$ cat config.mk
export PLATFORM = sky130hd
export DESIGN_NAME = csa_addsub_pipe
export DESIGN_NICKNAME = d
export VERILOG_FILES = /design/src/rtl/csa_addsub_pipe.sv
export SDC_FILE = /design/constraint.sdc
export NUM_CORES = 1
export LEC_CHECK = 0
export BUFFER_PORTS_ARGS = -buffer_cell sky130_fd_sc_hd__clkbuf_2
export CAP_MARGIN = 25
export CELL_PAD_IN_SITES_DETAIL_PLACEMENT = 1
export CELL_PAD_IN_SITES_GLOBAL_PLACEMENT = 2
export CORE_MARGIN = 4
export CORE_UTILIZATION = 40
export DETAILED_ROUTE_END_ITERATION = 10
export GPL_TIMING_DRIVEN = 0
export HOLD_SLACK_MARGIN = 0.1
export PLACE_DENSITY = 0.93
export SLEW_MARGIN = 30
export SYNTH_ARGS = -nofsm -noshare
export SYNTH_HDL_FRONTEND = slang
export SYNTH_SLANG_ARGS = --single-unit
$ cat constraint.sdc
create_clock -name clock -period 9.58 [get_ports clock]
set_input_delay 0.958 -clock clock [delete_from_list [all_inputs] [get_ports clock]]
set_output_delay 0.958 -clock clock [all_outputs]
set_load 0.1 [all_outputs]
$ cat src/rtl/csa_addsub_pipe.sv
// Pipelined carry-select add/subtract with optional accumulator; result STAGES cycles after accept.
// One op per cycle, no output backpressure; ready drops only while an accumulate op is in flight.
module csa_addsub_pipe #(
  parameter int WIDTH  = 64,
  parameter int BLOCK  = 8,
  parameter int STAGES = 2
) (
  input  logic             clock,
  input  logic             reset,
  input  logic             start,
  output logic             ready,
  input  logic             add_sub,
  input  logic             acc_mode,
  input  logic             acc_clr,
  input  logic [WIDTH-1:0] ope1,
  input  logic [WIDTH-1:0] ope2,
  output logic [WIDTH-1:0] sum,
  output logic             cout,
  output logic             overf,
  output logic             complete
);

  localparam int NBLK = WIDTH / BLOCK;
  localparam int BPS  = (NBLK + STAGES - 1) / STAGES;
  localparam int LAST = STAGES - 1;
  localparam logic [BLOCK:0] ONE = {{BLOCK{1'b0}}, 1'b1};

  generate
    if (WIDTH % BLOCK != 0) begin : g_bad_block
      $error("csa_addsub_pipe: WIDTH must be a multiple of BLOCK");
    end
    if (STAGES < 1 || STAGES > NBLK) begin : g_bad_stages
      $error("csa_addsub_pipe: STAGES must be in 1..WIDTH/BLOCK");
    end
  endgenerate

  logic [WIDTH-1:0]  acc;
  logic [WIDTH-1:0]  r_a   [STAGES];
  logic [WIDTH-1:0]  r_b   [STAGES];
  logic [WIDTH-1:0]  r_sum [STAGES];
  logic [STAGES-1:0] r_c, r_vld, r_acc;
  logic              r_ovf;

  logic [WIDTH-1:0]  n_a   [STAGES];
  logic [WIDTH-1:0]  n_b   [STAGES];
  logic [WIDTH-1:0]  n_sum [STAGES];
  logic [STAGES-1:0] n_c, n_vld, n_acc;
  logic              n_ovf;
  logic              take;

  // Blocking any new op while an accumulate op is in flight avoids reading a stale acc.
  assign ready = ~|(r_vld & r_acc);
  assign take  = start & ready;

  always_comb begin
    logic [WIDTH-1:0] ca, cb, cs;
    logic             cc;
    logic [BLOCK:0]   s0, s1, blk;
    int               p;
    ca    = '0;
    cb    = '0;
    cs    = '0;
    cc    = 1'b0;
    s0    = '0;
    s1    = '0;
    blk   = '0;
    p     = 0;
    n_c   = '0;
    n_vld = '0;
    n_acc = '0;
    for (int s = 0; s < STAGES; s++) begin
      p  = (s == 0) ? 0 : s - 1;
      ca = (s == 0) ? (acc_mode ? acc : ope1) : r_a[p];
      cb = (s == 0) ? (add_sub ? ~ope2 : ope2) : r_b[p];
      cs = (s == 0) ? '0 : r_sum[p];
      cc = (s == 0) ? add_sub : r_c[p];
      n_vld[s] = (s == 0) ? take : r_vld[p];
      n_acc[s] = (s == 0) ? acc_mode : r_acc[p];
      for (int j = 0; j < NBLK; j++) begin
        if (j / BPS == s) begin
          // Both carry-in cases precomputed; the incoming block carry picks one.
          s0  = {1'b0, ca[j*BLOCK +: BLOCK]} + {1'b0, cb[j*BLOCK +: BLOCK]};
          s1  = {1'b0, ca[j*BLOCK +: BLOCK]} + {1'b0, cb[j*BLOCK +: BLOCK]} + ONE;
          blk = cc ? s1 : s0;
          cs[j*BLOCK +: BLOCK] = blk[BLOCK-1:0];
          cc  = blk[BLOCK];
        end
      end
      n_a[s]   = ca;
      n_b[s]   = cb;
      n_sum[s] = cs;
      n_c[s]   = cc;
    end
    n_ovf = (n_a[LAST][WIDTH-1] == n_b[LAST][WIDTH-1]) &&
            (n_sum[LAST][WIDTH-1] != n_a[LAST][WIDTH-1]);
  end

  always_ff @(posedge clock or negedge reset) begin
    if (!reset) begin
      for (int s = 0; s < STAGES; s++) begin
        r_a[s]   <= '0;
        r_b[s]   <= '0;
        r_sum[s] <= '0;
      end
      r_c   <= '0;
      r_vld <= '0;
      r_acc <= '0;
      r_ovf <= 1'b0;
      acc   <= '0;
    end else begin
      r_vld <= n_vld;
      for (int s = 0; s < STAGES; s++) begin
        if (n_vld[s]) begin
          r_a[s]   <= n_a[s];
          r_b[s]   <= n_b[s];
          r_sum[s] <= n_sum[s];
          r_c[s]   <= n_c[s];
          r_acc[s] <= n_acc[s];
        end
      end
      if (n_vld[LAST]) r_ovf <= n_ovf;
      if (acc_clr) acc <= '0;
      else if (n_vld[LAST] && n_acc[LAST]) acc <= n_sum[LAST];
    end
  end

  assign sum      = r_sum[LAST];
  assign cout     = r_c[LAST];
  assign overf    = r_ovf;
  assign complete = r_vld[LAST];

endmodule
==> impl_metrics.env <==
export IMPL_synth_edf_count=0
export IMPL_crit_top_cell="clkbuf_1"
export IMPL_gp_congestion=0.8324
export IMPL_drtPass1Iterations=4
export IMPL_wl_per_cell_microns=20.81
export IMPL_endpoint_kind="flop"
export IMPL_via_per_inst=5.409
export IMPL_io_pins=202
export IMPL_ys_async_sr_fraction_pct=100.0
export IMPL_status="complete, no violations"
export IMPL_grt_overflow_total=0
export IMPL_max_freq_mhz=157.9
export IMPL_synth_flop_cell="dfrtp_1"
export IMPL_finClkSkew_ns=0.01671
export IMPL_max_stage_delay_ns=0.76
export IMPL_htreeDepth=1
export IMPL_synth_area_top_cells="dfrtp_1 43%, ha_1 6.7%, mux2_2 6.0%"
export IMPL_ff2ff_path_depth=14
export IMPL_nFillCells=3837
export IMPL_cp_max_fo=10
export IMPL_path_class="in -> reg"
export IMPL_fin_crit_sh_pct=66.12
export IMPL_antenna_found_initial=7
export IMPL_grt_pass1_wl_microns=67900
export IMPL_crit_reg2reg_launch="acc[0]"
export IMPL_cts_resized=0
export IMPL_rsz0062_at_grt="no"
export IMPL_dpl_hpwl_microns=32050
export IMPL_crit_arrival_ns=6.78
export IMPL_grt_pass1_vias=12170
export IMPL_cts_buffers=28
export IMPL_cts_tree="built"
export IMPL_antenna_left=0
export IMPL_start_kind="input pin"
export IMPL_grt_max_degree=78
export IMPL_syn_area_per_cell_sq_um=10.06
export IMPL_antenna_cells=0
export IMPL_hold_class="in -> async"
export IMPL_cp_top_family="compound AO/OA/AOI/OAI gates"
export IMPL_nets=1789
export IMPL_drt_iter0_drc=340
export IMPL_drive_gt1_share_pct=21.74
export IMPL_synth_seq_area_share_pct=42.80
export IMPL_multi_input_area_sq_um=7385
export IMPL_rows=67
export IMPL_vdd_drop_max_mv=0.2691
export IMPL_synthesis_area_sq_um=13510
export IMPL_portBuffers=199
export IMPL_slew_headroom_pct=33.95
export IMPL_cts_clk_slew_worst_paths_ns=0.06
export IMPL_core_area_sq_um=33450
export IMPL_post_cts_setup_buffers=0
export IMPL_ys_warn_count=0
export IMPL_required_ns=10.03
export IMPL_leakagePower_nw=7.528
export IMPL_p_per_area_nw_per_um2=375.5
export IMPL_drt_total_wl_microns=42540
export IMPL_setup_tns_ns=0
export IMPL_die_x_microns=191.8
export IMPL_dieArea_sq_um=36770
export IMPL_hold_viol=0
export IMPL_crit_buf_inv=4
export IMPL_cpMaxStageDelayCell="clkbuf_1"
export IMPL_finalSetupViolations=0
export IMPL_dieHeight_microns=191.8
export IMPL_yosysTopAreaCellShare_pct=42.80
export IMPL_synth_seq_cells=231
export IMPL_r2r_slack_ns=4.98
export IMPL_grt_usage_pct=23.16
export IMPL_clock_path_buffers=3
export IMPL_cap_violations=0
export IMPL_syn_inst=1343
export IMPL_floorplan_initialDensity_pct=40.38
export IMPL_cts_root_buffer="clkbuf_16"
export IMPL_clk_latency_ns=0.55
export IMPL_period_needed_ns=6.334
export IMPL_tightestPinTransition_ns=0.9908
export IMPL_drv_slew=0
export IMPL_ctsHoldBuffers=0
export IMPL_synth_distinct_cells=71
export IMPL_area_growth_pct=19.20
export IMPL_rr_endpoint="r_c[0]"
export IMPL_path_cells="clkbuf_1 -> clkbuf_1 -> clkbuf_1 -> xor2_1 -> fa_1 -> a211o_1 -> a211o_1 -> a221o_1 -> and4b_1 -> a21oi_1 -> o31ai_1 -> nor3b_2 -> xor2_1 -> buf_2 -> o31a_1 -> o31ai_1"
export IMPL_vias=11060
export IMPL_drc=0
export IMPL_ff_latch_area_sq_um=5781
export IMPL_syn_num_nets=1557
export IMPL_clock_sinks=231
export IMPL_yosysTopAreaCell="dfrtp_1"
export IMPL_hold_slack_ns=0.2585
worst reg2reg max path, stage by stage (launching register included):
cell	delay, ns
dfrtp_1	0.39
mux2_2	0.27
ha_1	0.23
fa_1	0.43
a211o_1	0.32
a211o_1	0.28
a221o_1	0.42
and4b_1	0.30
a21oi_1	0.13
o31ai_1	0.52
nor3b_2	0.38
xor2_1	0.13
buf_2	0.20
o31a_1	0.29
o31ai_1	0.23
registers in the layout, indices dropped and copies added, names as in the netlist:
| name | cells |
|---|---|
| r_c | 2 |
| n_a | 32 |
| acc | 64 |
| r_vld | 2 |
| r_acc | 2 |
| overf | 1 |
| n_sum | 32 |
| sum | 64 |
| n_b | 32 |
final cells by class:
cell class                 count  share of cell area (%)
inverter                      29                  0.6762
clock buffer                  46                   5.651
tap                          448                   3.482
timing repair buffer         202                   6.754
multi-input combinational   1021                   45.87
sequential                   231                   35.91
buffer                        62                   1.500
clock inverter                 5                  0.1554
how the worst max path moves through the flow:
| stage | to | slack, ns | cells past startpoint | from |
|---|---|---|---|---|
| after CTS | r_c[0] | 3.24 | 16 | add_sub |
| after global routing | r_c[0] | 2.98 | 16 | add_sub |
| after floorplan | r_c[0] | 4.29 | 16 | add_sub |
| after global placement | sum[6] | 2.72 | 1 | reset |
| after detailed placement | r_c[0] | 2.67 | 16 | add_sub |
| final | r_c[0] | 3.25 | 16 | add_sub |
metrics by stage:
| step | total power [mW] | setup slack (ns) | cell area [sq um] | util [%] | instances |
|---|---|---|---|---|---|
| after floorplan | 4.152 | 4.292 | 13510 | - | 1343 |
| after global placement | 4.842 | 2.715 | 15060 | 45.03 | 1990 |
| after detailed placement | 4.966 | 2.665 | 15160 | 45.31 | 1993 |
| after CTS | 6.085 | 3.235 | 16090 | 48.11 | 2044 |
| after global routing | 6.431 | 2.983 | 16100 | 48.13 | 2044 |
| final | 6.045 | 3.246 | 16100 | 48.13 | 2044 |
kinds of logic after synthesis:
| kind of cell | count (synthesis) | synth area share [%] |
|---|---|---|
| adders and majority gates | 80 | 7.856 |
| and+or+nand+nor | 333 | 11.15 |
| muxes | 116 | 9.264 |
| AOI/OAI and AO/OA | 333 | 15.68 |
| buffers and inverters | 91 | 2.594 |
| DFF | 231 | 42.80 |
| xor gates and xnor gates | 159 | 10.66 |
cells in the mapped netlist (all sizes together), types with 22 or more instances:
cell    instances
dfrtp         231
o21ai         126
xor2           72
clkbuf         51
nor2           81
inv            29
mux2           72
mux2i          44
a21o           22
nand3          24
nand2         156
a21oi          70
xnor2          86
ha             72
a22o           39
power breakdown:
| part | switching, mW | internal (mW) |
|---|---|---|
| sequential | 0.291 | 1.36 |
| combinational | 2.38 | 0.939 |
| clock | 0.430 | 0.642 |
layer usage:
layer	vias up	track usage [%]	routed length (microns)
li1	5209	-	-
met1	5550	29.47	18300
met2	220	40.74	21200
met3	63	5.053	2153
met4	14	4.586	793
met5	-	0	95
placed cells by master (no fill, tap or decap), types with 4 or more instances in the layout:
| master | netlist | routed |
|---|---|---|
| o211ai_1 | 4 | 4 |
| nor2_1 | 80 | 80 |
| o31ai_1 | 4 | 4 |
| dfrtp_1 | 231 | 231 |
| fa_1 | 8 | 8 |
| clkbuf_8 | 0 | 13 |
| a22o_1 | 39 | 39 |
| nand2b_1 | 4 | 4 |
| o21ai_0 | 124 | 124 |
| nand3_1 | 24 | 24 |
| nand2_1 | 156 | 156 |
| xor2_1 | 70 | 70 |
| ha_1 | 72 | 72 |
| mux2i_1 | 44 | 44 |
| a31oi_1 | 10 | 10 |
| o21a_1 | 4 | 4 |
| nand4_1 | 13 | 13 |
| buf_1 | 9 | 9 |
| a221o_1 | 5 | 5 |
| clkbuf_2 | 0 | 198 |
| a211oi_1 | 9 | 9 |
| clkbuf_16 | 0 | 29 |
| a21oi_1 | 69 | 68 |
| and3_1 | 6 | 6 |
| mux2_2 | 72 | 72 |
| nor4_1 | 5 | 4 |
| inv_1 | 29 | 29 |
| o21bai_1 | 15 | 15 |
| a21o_1 | 20 | 20 |
| clkbuf_1 | 51 | 56 |
| or3_1 | 5 | 5 |
| xnor2_1 | 85 | 85 |
| clkinv_2 | 0 | 5 |
| and2_1 | 5 | 5 |
| nor3_1 | 13 | 13 |
Power figures use the tool's default switching activity.
